## src/rtl/result_ascii_tx_pkg.sv

```systemverilog
// result_ascii_tx_pkg: ASCII constants, FSM states and BCD sizing helper
package result_ascii_tx_pkg;
   localparam logic [7:0] CH_ZERO = 8'h30;
   localparam logic [7:0] CH_MINUS = 8'h2D;
   localparam logic [7:0] CH_LF = 8'h0A;
   typedef enum logic [2:0] {IDLE, CONVERT, EMIT_SIGN, EMIT_DIGIT, EMIT_NL} state_t;
   // smallest d with 10^d >= 2^w, i.e. enough digits for 2^w - 1
   function automatic int min_digits(input int w);
      int d = 1;
      for (longint p = 10; p < (longint'(1) << w); p = p * 10) d++;
      return d;
   endfunction
   function automatic logic [7:0] ascii_digit(input logic [3:0] n);
      return CH_ZERO + {4'd0, n};
   endfunction
endpackage

```

## src/rtl/result_ascii_tx_if.sv

```systemverilog
// result_ascii_tx_if: value-in and character-out handshakes
interface result_ascii_tx_if #(parameter int W = 6);
   logic         in_valid;
   logic         in_ready;
   logic [W-1:0] value_in;
   logic         neg_in;
   logic         out_valid;
   logic         out_ready;
   logic [7:0]   out_char;
   logic         busy;
   modport master (output in_valid, value_in, neg_in, out_ready,
                   input in_ready, out_valid, out_char, busy);
   modport slave (input in_valid, value_in, neg_in, out_ready,
                  output in_ready, out_valid, out_char, busy);
endinterface

```

## src/rtl/result_ascii_tx_dabble.sv

```systemverilog
// bcd_dabble_step: add-3 correction on every nibble, then shift in one binary bit
module bcd_dabble_step #(parameter int DIGITS = 2) (
   input  logic [4*DIGITS-1:0] bcd_in,
   input  logic                bit_in,
   output logic [4*DIGITS-1:0] bcd_out
);
   logic [4*DIGITS-1:0] adj;
   for (genvar g = 0; g < DIGITS; g++) begin : g_nib
      assign adj[4*g +: 4] = bcd_in[4*g +: 4] >= 4'd5 ? bcd_in[4*g +: 4] + 4'd3 : bcd_in[4*g +: 4];
   end
   assign bcd_out = (adj << 1) | {{(4*DIGITS-1){1'b0}}, bit_in};
endmodule

```

## src/rtl/result_ascii_tx.sv

```systemverilog
// result_ascii_tx: serial double-dabble binary-to-decimal ASCII emitter
// Emits optional '-', digits without leading zeros, then LF.
module result_ascii_tx
   import result_ascii_tx_pkg::*;
#(
   parameter int W = 6,
   parameter int DIGITS = 2
) (
   input logic clk,
   input logic rst_n,
   result_ascii_tx_if.slave bus
);
   localparam int BW = 4 * DIGITS;
   localparam int IW = DIGITS > 1 ? $clog2(DIGITS) : 1;
   localparam int CW = $clog2(W + 1);
   if (DIGITS < min_digits(W)) begin : g_bad_digits
      $error("DIGITS too small for W");
   end
   state_t state;
   logic [BW-1:0] bcd, nxt, src;
   logic [W-1:0] bin;
   logic neg, vld, acc;
   logic [CW-1:0] cnt;
   logic [IW-1:0] idx, top, prv;
   logic [7:0] chr;
   bcd_dabble_step #(.DIGITS(DIGITS)) u_step (.bcd_in(bcd), .bit_in(bin[W-1]), .bcd_out(nxt));
   // on the last CONVERT step the leading digit must come from the step result
   assign src = state == CONVERT ? nxt : bcd;
   always_comb begin
      top = '0;
      for (int i = 0; i < DIGITS; i++) if (src[4*i +: 4] != 4'd0) top = IW'(i);
   end
   assign prv = idx - 1'b1;
   assign acc = vld & bus.out_ready;
   assign bus.in_ready = state == IDLE;
   assign bus.busy = state != IDLE;
   assign bus.out_valid = vld;
   assign bus.out_char = chr;
   always_ff @(posedge clk or negedge rst_n) begin
      if (!rst_n) begin
         state <= IDLE;
         bcd <= '0;
         bin <= '0;
         neg <= 1'b0;
         cnt <= '0;
         idx <= '0;
         vld <= 1'b0;
         chr <= 8'h00;
      end else begin
         case (state)
            IDLE: if (bus.in_valid) begin
               bin <= bus.value_in;
               bcd <= '0;
               neg <= bus.neg_in;
               cnt <= CW'(W);
               state <= CONVERT;
            end
            CONVERT: begin
               bcd <= nxt;
               bin <= bin << 1;
               cnt <= cnt - 1'b1;
               if (cnt == CW'(1)) begin
                  vld <= 1'b1;
                  idx <= top;
                  chr <= neg ? CH_MINUS : ascii_digit(nxt[4*top +: 4]);
                  state <= neg ? EMIT_SIGN : EMIT_DIGIT;
               end
            end
            EMIT_SIGN: if (acc) begin
               idx <= top;
               chr <= ascii_digit(bcd[4*top +: 4]);
               state <= EMIT_DIGIT;
            end
            EMIT_DIGIT: if (acc) begin
               idx <= idx == '0 ? idx : prv;
               chr <= idx == '0 ? CH_LF : ascii_digit(bcd[4*prv +: 4]);
               state <= idx == '0 ? EMIT_NL : EMIT_DIGIT;
            end
            EMIT_NL: if (acc) begin
               vld <= 1'b0;
               chr <= 8'h00;
               state <= IDLE;
            end
            default: state <= IDLE;
         endcase
      end
   end
endmodule
```

## src/flat_wrapper.sv

```systemverilog
// flat-port wrapper written by rule: the top's interface ports become plain ports
module result_ascii_tx_flat import result_ascii_tx_pkg::*;
#(
   parameter int W = 6,
   parameter int DIGITS = 2
)
  (clk, rst_n, bus_in_valid, bus_value_in, bus_neg_in, bus_out_ready, bus_in_ready, bus_out_valid, bus_out_char, bus_busy);
  result_ascii_tx_if #(.W(W)) bus_i ();
  input logic clk;
  input logic rst_n;
  input wire logic [$bits(bus_i.in_valid)-1:0] bus_in_valid;
  input wire logic [$bits(bus_i.value_in)-1:0] bus_value_in;
  input wire logic [$bits(bus_i.neg_in)-1:0] bus_neg_in;
  input wire logic [$bits(bus_i.out_ready)-1:0] bus_out_ready;
  output wire logic [$bits(bus_i.in_ready)-1:0] bus_in_ready;
  output wire logic [$bits(bus_i.out_valid)-1:0] bus_out_valid;
  output wire logic [$bits(bus_i.out_char)-1:0] bus_out_char;
  output wire logic [$bits(bus_i.busy)-1:0] bus_busy;
  assign bus_i.in_valid = bus_in_valid;
  assign bus_i.value_in = bus_value_in;
  assign bus_i.neg_in = bus_neg_in;
  assign bus_i.out_ready = bus_out_ready;
  assign bus_in_ready = bus_i.in_ready;
  assign bus_out_valid = bus_i.out_valid;
  assign bus_out_char = bus_i.out_char;
  assign bus_busy = bus_i.busy;
  result_ascii_tx #(.W(W), .DIGITS(DIGITS)) u_core (.clk(clk), .rst_n(rst_n), .bus(bus_i));
endmodule
```

## config.mk

```make
export PLATFORM = sky130hd
export DESIGN_NAME = result_ascii_tx_flat
export DESIGN_NICKNAME = d
export VERILOG_FILES = /design/src/rtl/result_ascii_tx_pkg.sv /design/src/rtl/result_ascii_tx_if.sv /design/src/rtl/result_ascii_tx_dabble.sv /design/src/rtl/result_ascii_tx.sv /design/src/flat_wrapper.sv
export SDC_FILE = /design/constraint.sdc
export NUM_CORES = 1
export LEC_CHECK = 0
export BUFFER_PORTS_ARGS = -buffer_cell sky130_fd_sc_hd__clkbuf_2
export CELL_PAD_IN_SITES_DETAIL_PLACEMENT = 1
export CELL_PAD_IN_SITES_GLOBAL_PLACEMENT = 1
export CORE_ASPECT_RATIO = 1.2
export CORE_MARGIN = 3
export CORE_UTILIZATION = 44
export CTS_CLUSTER_SIZE = 25
export DETAILED_ROUTE_END_ITERATION = 8
export GPL_TIMING_DRIVEN = 0
export PLACE_DENSITY_LB_ADDON = 0.1
export SETUP_SLACK_MARGIN = 0.15
export SLEW_MARGIN = 30
export SYNTH_ARGS = -nofsm -noshare
export SYNTH_HDL_FRONTEND = slang
export SYNTH_SLANG_ARGS = --single-unit
```

## constraint.sdc

```tcl
create_clock -name clk -period 2.35 [get_ports clk]
set_input_delay 0.235 -clock clk [delete_from_list [all_inputs] [get_ports clk]]
set_output_delay 0.235 -clock clk [all_outputs]
set_load 0.03 [all_outputs]
```

Word-level counts from Yosys, hierarchy flattened
Cells that the tools add are included.

storage, ports and cells
  memories kept = 0
  bits in read-only memories = 0
  bits in latches = 0
  output and inout port bits = 11
  word-level logic and storage cells = 78
  register bits after elaboration = 31
  RAM bits = 0

cells by class
  bitwise operators = 2
  multiplexer cells = 33
  $add $sub $neg = 7
  reductions and logical operators = 13
  equal/unequal tests = 10
  multiply operators = 0
  shift-type cells = 3
  order comparisons = 2
  divide/modulo/power cells = 0

operators by type and width
  kind                   count
  $mux W8                8
  $pmux W8 S4            1
  $mux W3                8
  $shiftx A8 B4 Y4       3
  $add A6 B4 Y7 const A  3
  $pmux W8 S2            1
  $pmux W3 S5            1
  $pmux W6 S2            1
  $reduce_and A5 Y1      2
  $ge A4 B3 Y1 const B   2
  $mux W1                8
  $or A8 B1 Y8           1
  $reduce_bool A4 Y1     2
  $eq A3 B1 Y1 const B   2
  $eq A3 B2 Y1 const B   2
  $mux W6                1
  $ne A2 B1 Y1 const B   3
  $pmux W3 S2            1
  $reduce_bool A3 Y1     2
  $add A4 B2 Y4 const B  1
  $mux W4                1
  $ne A2 B2 Y1 const B   2
  $reduce_and A2 Y1      2
  $reduce_and A4 Y1      1
  other kinds (10)       11

Longest topological paths before layout
  depth in word-level cells = 11
  depth in mapped cells = 8

Hierarchy
A second synthesis with hierarchy kept.

unflattened totals
  cells, all modules = 211
  area, all modules = 1775.5 um^2

modules (own cells, without submodules)
  module           instances  seq. area each (um^2)  area an instance (um^2)  cells an instance
  result_ascii_tx  1          725.7                  1585.3                   182
  bcd_dabble_step  1          0.0                    190.2                    29

Worst setup path after synthesis
Ideal clock, no wire load.

  kind = register to output
  start point = register u_core.state[2]
  end point = output port bus_busy
  stages on the path, launching flop included = 5
  setup slack = 239 ps
  data arrival time = 1876 ps
  cells stage by stage = dfrtp_1 buf_2 clkbuf_1 nor3_1 inv_1

on the way
  cells in the longest elaborated chain, start to end = 1

ends and longest elaborated chain
  element                 line                   source
  from (decl)             result_ascii_tx.sv:19  state_t state;
  from (signal assigned)  result_ascii_tx.sv:66  state <= neg ? EMIT_SIGN : EMIT_DIGIT;
  from (signal assigned)  result_ascii_tx.sv:77  state <= idx == '0 ? EMIT_NL : EMIT_DIGIT;
  $reduce_bool A3 Y1      result_ascii_tx.sv:36  assign bus.busy = state != IDLE;
  to (decl)               flat_wrapper.sv:18     output wire logic [$bits(bus_i.busy)-1:0] bus_busy;

Every way passes these cells.

Worst setup path in the final report
  start point = register u_core.state[2]
  end point = register u_core.chr[3], in the netlist u_core.bus.out_char[3]

on the way
  cells in the longest elaborated chain, start to end = 9

ends and longest elaborated chain
  element               line                                          source
  $eq A3 B1 Y1          result_ascii_tx.sv:28, result_ascii_tx.sv:50
  $mux W8               result_ascii_tx.sv:28                         assign src = state == CONVERT ? nxt : bcd;
  $reduce_bool A4 Y1    result_ascii_tx.sv:31                         for (int i = 0; i < DIGITS; i++) if (src[4*i +: 4] != 4'd0) top = IW'(i);
  $mux W1               result_ascii_tx.sv:31
  $shiftx A8 B4 Y4      result_ascii_tx.sv:65                         chr <= neg ? CH_MINUS : ascii_digit(nxt[4*top +: 4]);
  $add A6 B4 Y7         result_ascii_tx_pkg.sv:14                     return CH_ZERO + {4'd0, n};
  $mux W8               result_ascii_tx.sv:65
  $mux W8               result_ascii_tx.sv:62                         if (cnt == CW'(1)) begin
  $pmux W8 S4           result_ascii_tx.sv:50                         case (state)
  to (signal assigned)  result_ascii_tx.sv:65
  to (signal assigned)  result_ascii_tx.sv:71                         chr <= ascii_digit(bcd[4*top +: 4]);
  to (signal assigned)  result_ascii_tx.sv:76                         chr <= idx == '0 ? CH_LF : ascii_digit(bcd[4*prv +: 4]);
  to (decl)             result_ascii_tx.sv:25                         logic [7:0] chr;

Several ways; a longest one is shown, not always the timed one. The select of a mux whose other input is x is not followed.
A chain may end at the register's enable or synchronous reset.

==> flow_results.org <==
** Timing
- Count of endpoints failing hold in the final timing report :: 0
- Setup repair after global routing could not meet its margin everywhere.
- Measured against its own limit, the worst slew margin works out to 50.2%.
- After layout, the worst path uses 91.9% of the clock period.
- Accumulated negative setup slack :: 0 ns
- Static timing analysis puts the maximum clock frequency at 0.463 GHz.
- Final count of pins violating max slew :: 0
- Worst-margin pin slew :: 0.748 ns
- Finish-stage setup viols :: 0
- Final worst path period need :: 2.16 ns
- Across the routed clock network, the largest skew measured is 0.00710 ns.

** Route
- Number of detailed-routing iterations run before antenna repair :: 4
- Post-route antenna net violation count :: 0
- The final layout contains routed wiring with a total length of 5.31 mm.
- In the routed design, unresolved DRC markers number 0.
- After detailed routing, the average wire length per cell comes to 17.2 um.
- Total via count in the routed design :: 1761
- First DRT Iteration DRCs :: 82
- In the routed layout, each cell is associated on average with a via count of 5.70.

** Logic synthesis
- Async set-reset flop share out of synthesis :: 100%
- In this run, synthesis produced a sequential element count of 29.
- Most frequently used cell type in the post-synthesis netlist :: sky130_fd_sc_hd__dfrtp_1
- sky130_fd_sc_hd__dfrtp_1 takes more of the synthesized area than any other cell.
- Yosys top cell area share :: 36.9%
- In the synthesized netlist the dominant register cell turns out to be sky130_fd_sc_hd__dfrtp_1.
- Each instance of the synthesized netlist takes up on average 8.82 um2.
- Number of enable-type register cells in the synthesized netlist :: 0
- Synthesis handed over a netlist of 223 instances.
- The Yosys step of the flow raised 0 warnings.
- By area the synthesized netlist is led by sky130_fd_sc_hd__dfrtp_1, sky130_fd_sc_hd__o21ai_0, sky130_fd_sc_hd__nand2_1.
- The share of the Yosys chip area taken by registers is 36.9%.
- After synthesis the cells add up to 1970 um2.
- In this run, distinct cell masters in the synthesized netlist total 56.
- Top cell types by occurrence after synthesis :: sky130_fd_sc_hd__dfrtp_1, sky130_fd_sc_hd__o21ai_0, sky130_fd_sc_hd__nand2_1, sky130_fd_sc_hd__a21oi_1, sky130_fd_sc_hd__inv_1

** Power and ir drop
- Summed over all cells, the static leakage comes to 1.03 nW.
- Summing internal, switching and leakage power gives 0.935 mW.
- Power density over the cells :: 410 nW/um2
- Across the VDD grid, the largest voltage drop is 0.246 mV.

** Clock network
- TritonCTS clock tree :: done
- The longest clock path from root to sink contains 2 buffers.
- CTS clk-pin slew, worst paths :: 0.07 ns
- At the later pin of the worst-skew pair, clock insertion delay measures 0.29 ns.
- Total clock sinks :: 29
- Total CTS buffers :: 5
- CTS built an H-tree with a depth of 2.
- Clock tree root buffer cell :: sky130_fd_sc_hd__clkbuf_8

** Placement
- In this run the cell area measured after placement is 2140 um2.
- The congestion estimate from routability-driven global placement came to 0.814.
- Port buffering added 19 buffers.
- Detailed placement ended at an HPWL of 3.78 mm.

** Final layout
- Number of antenna cells inserted :: 0
- The final layout contains 269 nets.
- Fraction of layout cells with a size suffix above 1 :: 22.9%
- The finished cells cover 2280 um2.
- The filler cells instantiated in the layout total 538.
- P&R area growth vs syn :: 16.0%

** Setup path
- Data arrives at the worst endpoint at 2.32 ns.
- At the worst endpoint, the required time is 2.51 ns.
- The critical path is of the reg2reg type.
- On the worst path, the slowest cell contributes a delay of 0.36 ns.
- The largest individual stage delay along the critical path comes from the cell sky130_fd_sc_hd__dfrtp_1.
- Sort of element at the end of the critical path :: flip-flop
- Walking the worst path, the cells encountered are buf_2 -> or3b_1 -> clkbuf_1 -> nor3_2 -> nand3_1 -> a31oi_1 -> a311oi_2.
- Crit path max fanout :: 9
- Startpoint class of the critical path :: flip-flop

** GRT
- Pin count of the biggest net entering global routing :: 30
- The number of global-route vias before repair came to 1802.
- The first global-routing pass estimated 9.03 mm of wire.
- Overflow after GRT :: 0
- For this run, the total global-route usage over all layers was measured as 22.0%.
- The initial antenna violation count is 0.

** Run status
- The run finished with clean final reports.

** Worst hold path
- Type of the tightest min-delay check :: in2async

** Floorplan
- The core region is 4290 um2.
- The floorplan has 26 rows.
- In this run the count of I/O pins placed on the die edge is 22.
- From bottom edge to top edge, the die measures 79.2 um.
- The initial utilization of the core area, before any placement, comes to 45.8%.
- The die is 67.0 um wide.
- Die area :: 5310 um2

** Flow run
- MaxCap Viol Count :: 0
[cell usage in the layout, fill, tap and decap left out, types with 3 or more instances in the layout]
cell / Yosys / routed
sky130_fd_sc_hd__a21oi_1: 17 / 16
sky130_fd_sc_hd__buf_2: 5 / 5
sky130_fd_sc_hd__buf_4: 2 / 4
sky130_fd_sc_hd__clkbuf_1: 9 / 9
sky130_fd_sc_hd__clkbuf_2: 0 / 20
sky130_fd_sc_hd__clkbuf_8: 0 / 5
sky130_fd_sc_hd__dfrtp_1: 29 / 29
sky130_fd_sc_hd__ha_1: 6 / 5
sky130_fd_sc_hd__inv_1: 11 / 11
sky130_fd_sc_hd__mux2_2: 3 / 3
sky130_fd_sc_hd__mux2i_1: 7 / 7
sky130_fd_sc_hd__nand2_1: 23 / 23
sky130_fd_sc_hd__nand2b_1: 4 / 4
sky130_fd_sc_hd__nand3_1: 3 / 3
sky130_fd_sc_hd__nor2_1: 10 / 10
sky130_fd_sc_hd__nor2b_1: 5 / 5
sky130_fd_sc_hd__nor3_1: 7 / 5
sky130_fd_sc_hd__nor3_2: 1 / 3
sky130_fd_sc_hd__o21ai_0: 24 / 23
sky130_fd_sc_hd__o22ai_1: 3 / 3
sky130_fd_sc_hd__o31ai_1: 3 / 3
[report_power, final]
group	internal (mW)	total [mW]	switching, mW
combinational	0.0106	0.0301	0.0195
clock	0.205	0.406	0.201
sequential	0.499	0.499	0
[through the flow]
stage / worst slack, ns / hold slack [ns] / util, % / cells
CTS: 0.181 / 0.0308 / 51.8 / 307
floorplan: 0.239 / -0.0606 / - / 224
global route: 0.133 / 0.0639 / 53.1 / 309
detailed placement: 0.162 / 0.339 / 49.7 / 299
global placement: 0.228 / 0.333 / 49.7 / 299
finish: 0.191 / 0.00318 / 53.1 / 309
[layer usage]
metal	GRT usage [%]	up-vias	share of wire, %
met5	0	-	0
met4	6.09	0	2.0
met3	3.54	10	3.0
met2	35.2	31	49
met1	30.4	858	46
li1	-	862	-
[critical path, delay by kind of cell, from the launching register on]
family          cells  cell delay [ns]
simple gates        3             0.84
buf+inv             2             0.43
compound gates      2             0.38
flops               1             0.36
[cell type report]
class	count	area, um2	share of cell area, %
clock inverter	2	10.0	0.439
multi-input combinational	165	1150	50.4
clock buffer	6	72.6	3.18
tap	56	70.1	3.07
sequential	29	726	31.8
timing repair buffer	21	110	4.82
buffer	19	101	4.44
inverter	11	41.3	1.81
[path summary, 6_finish.rpt]
check | from | endpoint | slack (ns) | cells past startpoint
min in group clk | bus_value_in[0] | u_core.bin[0] | 0.20 | 2
hold reg to reg | u_core.bin[5] | u_core.bin[5] | 0.49 | 2
max in group asynchronous | rst_n | u_core.bcd[6] | 1.87 | 1
setup reg to reg | u_core.state[2] | u_core.bus.out_char[3] | 0.19 | 7
hold / removal | rst_n | u_core.idx | 0.003 | 1
setup / recovery | u_core.state[2] | u_core.bus.out_char[3] | 0.19 | 7
[repair_timing]
| action | in CTS | in global routing |
|---|---|---|
| setup endpoints to repair | 1 | 8 |
| resized for setup | 1 | 12 |
| hold buffers | 0 | 0 |
| buffers inserted | 0 | 2 |
| pin swaps | 0 | 5 |
| hold endpoints to repair | 0 | 0 |
[sequential cells by signal, summed over array words and instances, names as in the netlist]
| register | count |
|---|---|
| u_core.bcd | 8 |
| u_core.bin | 6 |
| u_core.bus.out_char | 6 |
| u_core.bus.out_valid | 1 |
| u_core.cnt | 3 |
| u_core.idx | 1 |
| u_core.neg | 1 |
| u_core.state | 3 |
[logic make-up after synthesis]
logic type | after synthesis | share of synthesized area [%]
XOR/XNOR | 2 | 0.891
flip-flops | 29 | 36.9
AND/OR/NAND/NOR | 70 | 20.4
AO/OA/AOI/OAI | 75 | 25.4
adder cells (fa/ha/maj) | 6 | 3.82
buffers and inverters | 30 | 7.19
multiplexers | 10 | 5.28
other | 1 | 0.191
(Power assumes the default switching activity.)
